`src/rtl/quad_decoder.sv`:
```
// Quadrature decoder: synchronized, glitch-filtered A/B phases driving step/dir pulses and a wrapping position count.
// Optional index input and index_seen flag are built when QUAD_INDEX_EN is defined.
module quad_decoder #(
    parameter int N           = 16,
    parameter int SYNC_STAGES = 2,
    parameter int FILT_LEN    = 3
) (
    input  logic         clk,
    input  logic         rst_n,
    input  logic         quad_a,
    input  logic         quad_b,
    input  logic         en,
    input  logic         clr,
`ifdef QUAD_INDEX_EN
    input  logic         quad_z,
    output logic         index_seen,
`endif
    output logic         step,
    output logic         dir,
    output logic [N-1:0] count,
    output logic         err
);

`ifdef QUAD_INDEX_EN
    localparam int NPH = 3;
`else
    localparam int NPH = 2;
`endif
    localparam int CW = (FILT_LEN > 1) ? $clog2(FILT_LEN) : 1;
    localparam logic [CW-1:0] FILT_LAST = CW'(FILT_LEN - 1);
    localparam logic [CW-1:0] FCNT_ONE  = {{(CW-1){1'b0}}, 1'b1};
    localparam logic [N-1:0]  CNT_ONE   = {{(N-1){1'b0}}, 1'b1};
    localparam logic [2:0]    SETTLED   = 3'(SYNC_STAGES);

    logic [NPH-1:0]         w_pin;
    logic [NPH-1:0]         w_sync;
    logic [SYNC_STAGES-1:0] r_sync [NPH];
    logic [CW-1:0]          r_fcnt [NPH];
    logic [NPH-1:0]         r_filt;

    logic [1:0]   r_prev;
    logic [2:0]   r_settle;
    logic         r_init;
    logic         r_step;
    logic         r_dir;
    logic [N-1:0] r_count;
    logic         r_err;

    logic [1:0] w_cur_ab;
    logic [1:0] w_sync_ab;
    logic [1:0] w_delta;
    logic       w_up;
    logic       w_dn;
    logic       w_ill;
    logic       w_settled;
    logic       w_idx;

    // Phase bit 0 = A, bit 1 = B, bit 2 = Z (index build only)
`ifdef QUAD_INDEX_EN
    assign w_pin = {quad_z, quad_b, quad_a};
`else
    assign w_pin = {quad_b, quad_a};
`endif

    for (genvar g = 0; g < NPH; g++) begin : g_sync
        assign w_sync[g] = r_sync[g][SYNC_STAGES-1];
    end

    // A level is accepted only after FILT_LEN consecutive samples that differ from the held level
    always_ff @(posedge clk or negedge rst_n) begin
        if (!rst_n) begin
            for (int i = 0; i < NPH; i++) begin
                r_sync[i] <= '0;
                r_fcnt[i] <= '0;
            end
            r_filt <= '0;
        end else begin
            for (int i = 0; i < NPH; i++) begin
                r_sync[i] <= {r_sync[i][SYNC_STAGES-2:0], w_pin[i]};
                if (w_sync[i] != r_filt[i]) begin
                    if (r_fcnt[i] == FILT_LAST) begin
                        r_filt[i] <= w_sync[i];
                        r_fcnt[i] <= '0;
                    end else begin
                        r_fcnt[i] <= r_fcnt[i] + FCNT_ONE;
                    end
                end else begin
                    r_fcnt[i] <= '0;
                end
            end
        end
    end

    function automatic logic [1:0] gray2pos(input logic [1:0] ab);
        return {ab[1], ab[1] ^ ab[0]};
    endfunction

    assign w_cur_ab  = {r_filt[0], r_filt[1]};
    assign w_sync_ab = {w_sync[0], w_sync[1]};
    assign w_delta   = gray2pos(w_cur_ab) - gray2pos(r_prev);
    assign w_up      = (w_delta == 2'd1);
    assign w_dn      = (w_delta == 2'd3);
    assign w_ill     = (w_delta == 2'd2);
    assign w_settled = (r_settle == SETTLED);

    // Init holds until the synchronizer has filled and the filter has caught up with the pins
    always_ff @(posedge clk or negedge rst_n) begin
        if (!rst_n) begin
            r_prev   <= 2'b00;
            r_settle <= 3'd0;
            r_init   <= 1'b1;
            r_step   <= 1'b0;
            r_dir    <= 1'b0;
            r_count  <= '0;
            r_err    <= 1'b0;
        end else begin
            if (!w_settled)
                r_settle <= r_settle + 3'd1;
            r_prev <= w_cur_ab;
            r_step <= 1'b0;
            r_err  <= 1'b0;
            if (r_init) begin
                if (w_settled && (w_sync_ab == w_cur_ab))
                    r_init <= 1'b0;
            end else begin
                if (w_up || w_dn) begin
                    r_dir  <= w_up;
                    r_step <= en;
                    if (en)
                        r_count <= w_up ? (r_count + CNT_ONE) : (r_count - CNT_ONE);
                end
                if (w_ill)
                    r_err <= 1'b1;
            end
            if (clr || w_idx)
                r_count <= '0;
        end
    end

`ifdef QUAD_INDEX_EN
    logic r_zprev;
    logic r_idx_seen;

    assign w_idx = r_filt[2] & ~r_zprev & ~r_init;

    always_ff @(posedge clk or negedge rst_n) begin
        if (!rst_n) begin
            r_zprev    <= 1'b0;
            r_idx_seen <= 1'b0;
        end else begin
            r_zprev <= r_filt[2];
            if (w_idx)
                r_idx_seen <= 1'b1;
        end
    end

    assign index_seen = r_idx_seen;
`else
    assign w_idx = 1'b0;
`endif

    assign step  = r_step;
    assign dir   = r_dir;
    assign count = r_count;
    assign err   = r_err;

endmodule

```
`config.mk`:
```
export PLATFORM = sky130hd
export DESIGN_NAME = quad_decoder
export DESIGN_NICKNAME = d
export VERILOG_FILES = /design/src/rtl/quad_decoder.sv
export SDC_FILE = /design/constraint.sdc
export NUM_CORES = 1
export LEC_CHECK = 0
export CAP_MARGIN = 20
export CORE_ASPECT_RATIO = 0.75
export CORE_MARGIN = 2
export CORE_UTILIZATION = 53
export CTS_BUF_LIST = sky130_fd_sc_hd__clkbuf_4
export DETAILED_ROUTE_END_ITERATION = 8
export GPL_TIMING_DRIVEN = 0
export PLACE_DENSITY = 0.79
export SETUP_SLACK_MARGIN = 0.15
export SLEW_MARGIN = 20
export SYNTH_ARGS = -nofsm -noshare
export SYNTH_HDL_FRONTEND = slang
export SYNTH_SLANG_ARGS = --single-unit
```
`constraint.sdc`:
```
create_clock -name clk -period 2.9 [get_ports clk]
set_input_delay 0.58 -clock clk [delete_from_list [all_inputs] [get_ports clk]]
set_output_delay 0.58 -clock clk [all_outputs]
set_load 0.05 [all_outputs]
```
==> results.cfg, run 1 <==
[logic_synthesis]
synth_area_leader_cell = dfrtp_1
ys_ff_latch = 35
syn_inst = 238
synthTopCellsByArea = dfrtp_1, ha_1, a21oi_1, nand2_1, xnor2_1
ys_types = 46
ys_async_sr_fraction_pct = 100
synth-edff-count = 0
synthesis.nets = 265
synth.cell_area_sq_um = 2230
synthFlopType = dfrtp_1
yosysTopAreaCellShare_pct = 38.1
avgSynthCellArea_sq_um = 9.39
seq_area_frac_synth_pct = 39.2
ys.warnings.count = 0

[placement]
place_inst = 318
place_area_sq_um = 2580
portBuffers = 24
dpl.hpwl_um = 3500
place.gp.congestion = 0.877

[finish]
stdcell_area_sq_um = 3310
layout-drive-gt1-share_pct = 35.0
regArea_sq_um = 877
multiInputGateArea_sq_um = 1650
final_common_cell = dfrtp_1
synthToLayoutAreaGrowth_pct = 48.2
stdcell_count = 355
finalNetCount = 326
n_antenna_cell = 0
layout_common_cells = dfrtp_1, nand2_1, clkdlybuf4s50_1
nFillCells = 229
final_core_util_pct = 81.7

[setup_path]
start_kind = flip-flop
path_delay_family = compound AO/OA/AOI/OAI gates
max_stage_delay_ns = 0.44
worstPathCellList = xnor2_2 -> ha_2 -> xor3_2 -> nor2_4 -> buf_6 -> buf_12 -> buf_12 -> inv_6 -> buf_4 -> ha_4 -> nand4_1 -> a21oi_2 -> a21oi_2 -> o211a_1 -> a31oi_1 -> nand4_1
cpMaxStageDelayCell = dfrtp_1
r2r_cells = 16
cp-end-kind = flip-flop
path_depth = 16
path_class = reg -> reg
worstPathMaxFanout = 5
rr_startpoint = r_filt[1]
cp.required_ns = 3.12
worst-path-buf-inv = 5
cp.arrival_ns = 3.28
cp-startpoint = r_filt[1]

[grt]
grt_use_total_pct = 28.6
grt_pass1_wl_um = 10300
antenna_found_initial = 0
grt_pass1_vias = 2044
grt_start_max_net_pins = 26
grt_overflow = 0

[clock_network]
cts-htree-levels = 2
clockBufferDepth = 2
cts_sinks = 35
insertion_delay_ns = 0.36
cts_buffers = 5
cts_tree = built
ctsHoldBuffers = 0
cts_root_buffer = clkbuf_4
clkTransAtPathRegs_ns = 0.13

[drt]
wl_per_cell_um = 20.4
vias = 2254
antenna_left = 0
wl_met3_um = 576
routed_via_density = 6.35
drt_pass1_iterations = 5
top_layer = met4
dr_wl_met2_um = 3460
wl_met1_um = 3020
wl_um = 7250
drtIter0Drc = 231
drc_errors = 0

[floorplanning]
die-area_sq_um = 4760
die_y_um = 60.2
num_rows = 20
core-area_sq_um = 4050
start_util_pct = 55.1
die_w_um = 79.0
ios = 25

[sta]
max_slew_margin_pct = 58.1
slew_violations = 0
hold_viol = 0
min_period_ns = 3.06
finalWorstSetupSlack_ns = -0.159
finClkSkew_ns = 0.0120
setup_viol = 9
fmax_ghz = 0.327
grt_setup_unrepaired = true
whs_ns = 0.0717
tightest_slew_ns = 0.628
finalCritPeriodShare_pct = 105

[outcome]
violations = setup timing
status = finished, violations left

[worst_hold_path]
hp-class = in -> async

[run]
max_cap_viol_count = 0
==> worst register-to-register path: stages, from the launching register on <==
cell and delay, ns:
dfrtp_1 0.44, xnor2_2 0.18, ha_2 0.18, xor3_2 0.28, nor2_4 0.18, buf_6 0.13, buf_12 0.11, buf_12 0.11
inv_6 0.04, buf_4 0.13, ha_4 0.29, nand4_1 0.12, a21oi_2 0.16, a21oi_2 0.09, o211a_1 0.18, a31oi_1 0.16
nand4_1 0.14
==> synthesized netlist by cell type, types with 2 or more instances <==
cell type,count
dfrtp_1,34
clkbuf_1,5
xor2_1,3
a31oi_1,4
nand2_1,31
a21oi_1,24
nor2_1,15
a211oi_1,3
o21ai_0,5
nor4b_1,3
ha_1,20
mux2_2,3
xnor2_1,11
buf_2,4
nand4_1,6
nor2b_1,2
nor3b_1,2
nor3_1,9
o21ai_1,7
a21o_1,4
o211ai_1,4
inv_1,6
nand3_1,10
==> path summary, 6_finish.rpt <==
check	to	slack, ns
worst max-delay path	count[15]	-0.16
worst min-delay path	step	0.07
worst max register to register	count[15]	-0.16
worst min register to register	r_sync[3]	0.37
max in group asynchronous	r_init	2.33
min in group clk	r_sync[3]	0.37
==> sequential cells by signal, indices dropped and copies added (netlist names) <==
name,count
count,16
r_filt,2
dir,1
r_settle,3
r_fcnt,4
r_prev,2
step,1
r_sync,4
err,1
r_init,1
==> through the flow <==
| step | setup slack (ns) | setup TNS [ns] |
|---|---|---|
| after floorplan | 0.0939 | 0 |
| after global placement | -0.156 | -0.563 |
| after detailed placement | -0.225 | -0.999 |
| after CTS | -0.0707 | -0.133 |
| after global routing | -0.274 | -2.06 |
| final | -0.159 | -0.964 |
==> layer usage <==
layer  GRT usage, %  vias to the layer above
met5              0                        -
li1               -                      984
met2           45.3                      142
met3           5.44                       32
met4           8.13                        0
met1           40.5                     1096
==> repair_timing <==
item / CTS / global route
gates cloned: 3 / 1
endpoints found under the setup margin: 11 / 11
resized for setup: 43 / 33
hold endpoints to repair: 0 / 0
buffers inserted: 17 / 8
pin swaps: 9 / 24
==> cell type report <==
class	count	share of cell area, %
timing repair buffer	51	14.9
multi-input combinational	187	50.0
clock inverter	3	1.28
sequential	35	26.5
inverter	7	0.945
buffer	9	1.93
tap	55	2.08
clock buffer	5	1.13
timing repair inverter	3	1.25
==> logic make-up after synthesis <==
kind of cell / share of synthesized area (%)
AO/OA/AOI/OAI: 17.5
XOR/XNOR: 6.61
adder cells (fa/ha/maj): 12.1
buffers and inverters: 2.97
flip-flops: 39.3
multiplexers: 1.96
AND/OR/NAND/NOR: 19.6
Power of run 1 is left out: the tool's default activity adds up to more than one toggle a clock period on the data nets, which glitch-free logic cannot reach.
==> run 2: changes to the inputs <==
--- a/config.mk
+++ b/config.mk
@@ -10,9 +10,11 @@
 export CORE_MARGIN = 2
 export CORE_UTILIZATION = 53
 export CTS_BUF_LIST = sky130_fd_sc_hd__clkbuf_4
+export CTS_CLUSTER_DIAMETER = 150
 export DETAILED_ROUTE_END_ITERATION = 8
 export GPL_TIMING_DRIVEN = 0
 export PLACE_DENSITY = 0.79
+export RECOVER_POWER = 100
 export SETUP_SLACK_MARGIN = 0.15
 export SLEW_MARGIN = 20
 export SYNTH_ARGS = -nofsm -noshare
==> run 2 against run 1 <==
Net effect: the flow still finishes with violations (setup timing); first-iteration DRC count down 19%; final area down 0.64%; non-clock buffer count unchanged; worst setup slack better by 0.014 ns; fmax up 0.47%; clock skew down 0.0018 ns; die area unchanged; critical endpoint unchanged.
==> results.cfg, run 2 (same netlist as run 1, synthesis figures left out) <==
[outcome]
status = finished, violations left
violations = setup timing

[drt]
drc_errors = 0
drt_pass1_iterations = 5
vias = 2230
routed_via_density = 6.28
drtIter0Drc = 188
antenna_left = 0
wl_um = 7260
wl_per_cell_um = 20.4

[sta]
whs_ns = 0.163
setup_viol = 9
max_slew_margin_pct = 9.63
min_period_ns = 3.04
fmax_ghz = 0.328
finalCritPeriodShare_pct = 105
grt_setup_unrepaired = true
slew_violations = 0
hold_viol = 0
tightest_slew_ns = 1.36
finClkSkew_ns = 0.0103
finalWorstSetupSlack_ns = -0.145

[grt]
grt_start_max_net_pins = 26
grt_use_total_pct = 28.6
grt_pass1_wl_um = 10300
grt_pass1_vias = 2044
grt_overflow = 0
antenna_found_initial = 0

[setup_path]
cp.required_ns = 3.14
worstPathMaxFanout = 5
cp-end-kind = flip-flop
start_kind = flip-flop
path_class = reg -> reg
cp.arrival_ns = 3.28
rrSetupSlack_ns = -0.14

[finish]
finalNetCount = 326
multiInputGateArea_sq_um = 1650
layout-drive-gt1-share_pct = 34.0
regArea_sq_um = 877
stdcell_area_sq_um = 3290
final_common_cell = dfrtp_1
layout_common_cells = dfrtp_1, nand2_1, clkdlybuf4s50_1
stdcell_count = 355
largest_reg_flops = 16
n_antenna_cell = 0
nFillCells = 234
synthToLayoutAreaGrowth_pct = 47.2

[clock_network]
cts_sinks = 35
cts_root_buffer = clkbuf_4
cts-htree-levels = 2
cts_tree = built
insertion_delay_ns = 0.37
clockBufferDepth = 2
cts_buffers = 5
clkTransAtPathRegs_ns = 0.13

[floorplanning]
die_w_um = 79.0
num_rows = 20
core-area_sq_um = 4050
die_y_um = 60.2
die-area_sq_um = 4760
ios = 25
start_util_pct = 55.1

[placement]
dpl.hpwl_um = 3500
portBuffers = 24
place_area_sq_um = 2580
place.gp.congestion = 0.877
place_inst = 318

[worst_hold_path]
hp-class = in -> async

[run]
max_cap_viol_count = 0
-- run 2: cell types whose count changed in the layout (fill, tap and decap cells not counted), sizes merged --
cell           delta
buf               -3
clkbuf            +3
clkdlybuf4s50     -2
dlygate4sd3       +2
-- run 2: metrics by stage --
step	utilization [%]	worst slack, ns	TNS [ns]
floorplan	-	0.0939	0
global placement	63.2	-0.156	-0.563
detailed placement	63.6	-0.225	-0.999
CTS	75.2	-0.0707	-0.133
global route	81.1	-0.274	-2.06
finish	81.1	-0.145	-1.00
-- run 2: layer usage --
metal | up-vias | track usage [%] | share of wire, %
li1 | 986 | - | -
met1 | 1089 | 40.5 | 42
met2 | 135 | 45.3 | 48
met3 | 20 | 5.44 | 8.1
met4 | 0 | 8.13 | 2.2
met5 | - | 0 | 0
-- run 2: worst max-delay path, cell delays in order, from the launching register on --
cell and delay (ns):
dfrtp_1 0.44, xnor2_2 0.18, ha_2 0.18, xor3_2 0.28, nor2_4 0.18, buf_6 0.13, buf_12 0.11, clkinv_8 0.07
buf_6 0.13, ha_4 0.29, o211ai_1 0.16, a21oi_2 0.19, a21oi_2 0.09, o211a_1 0.18, a31oi_1 0.15, nand4_1 0.14
-- run 2: what timing repair did --
item,CTS,global route
cloned,3,1
endpoints found under the hold margin,0,0
setup endpoints to repair,11,11
hold buffers,0,0
resized for setup,43,33
setup buffers,17,8
pin swaps,9,24
-- run 2: final cells by class --
| class | instances | share of cell area, % |
|---|---|---|
| inverters | 7 | 0.951 |
| clock buffers | 5 | 1.14 |
| repair inverters | 3 | 1.26 |
| multi-input cells | 187 | 50.3 |
| plain buffers | 9 | 1.94 |
| repair buffers | 51 | 14.4 |
| flip-flops and latches | 35 | 26.7 |
| clock inverters | 3 | 1.29 |
| well taps | 55 | 2.09 |
-- run 2: final timing paths --
| kind | from | to | cells past startpoint |
|---|---|---|---|
| min | rst_n | step | 1 |
| min in group clk | r_sync[2] | r_sync[3] | 0 |
| max reg2reg | r_filt[1] | count[15] | 15 |
| max in group asynchronous | rst_n | r_prev[0] | 2 |
| max | r_filt[1] | count[15] | 15 |
| min reg2reg | r_sync[2] | r_sync[3] | 0 |
Power of run 2 is left out for the same reason.
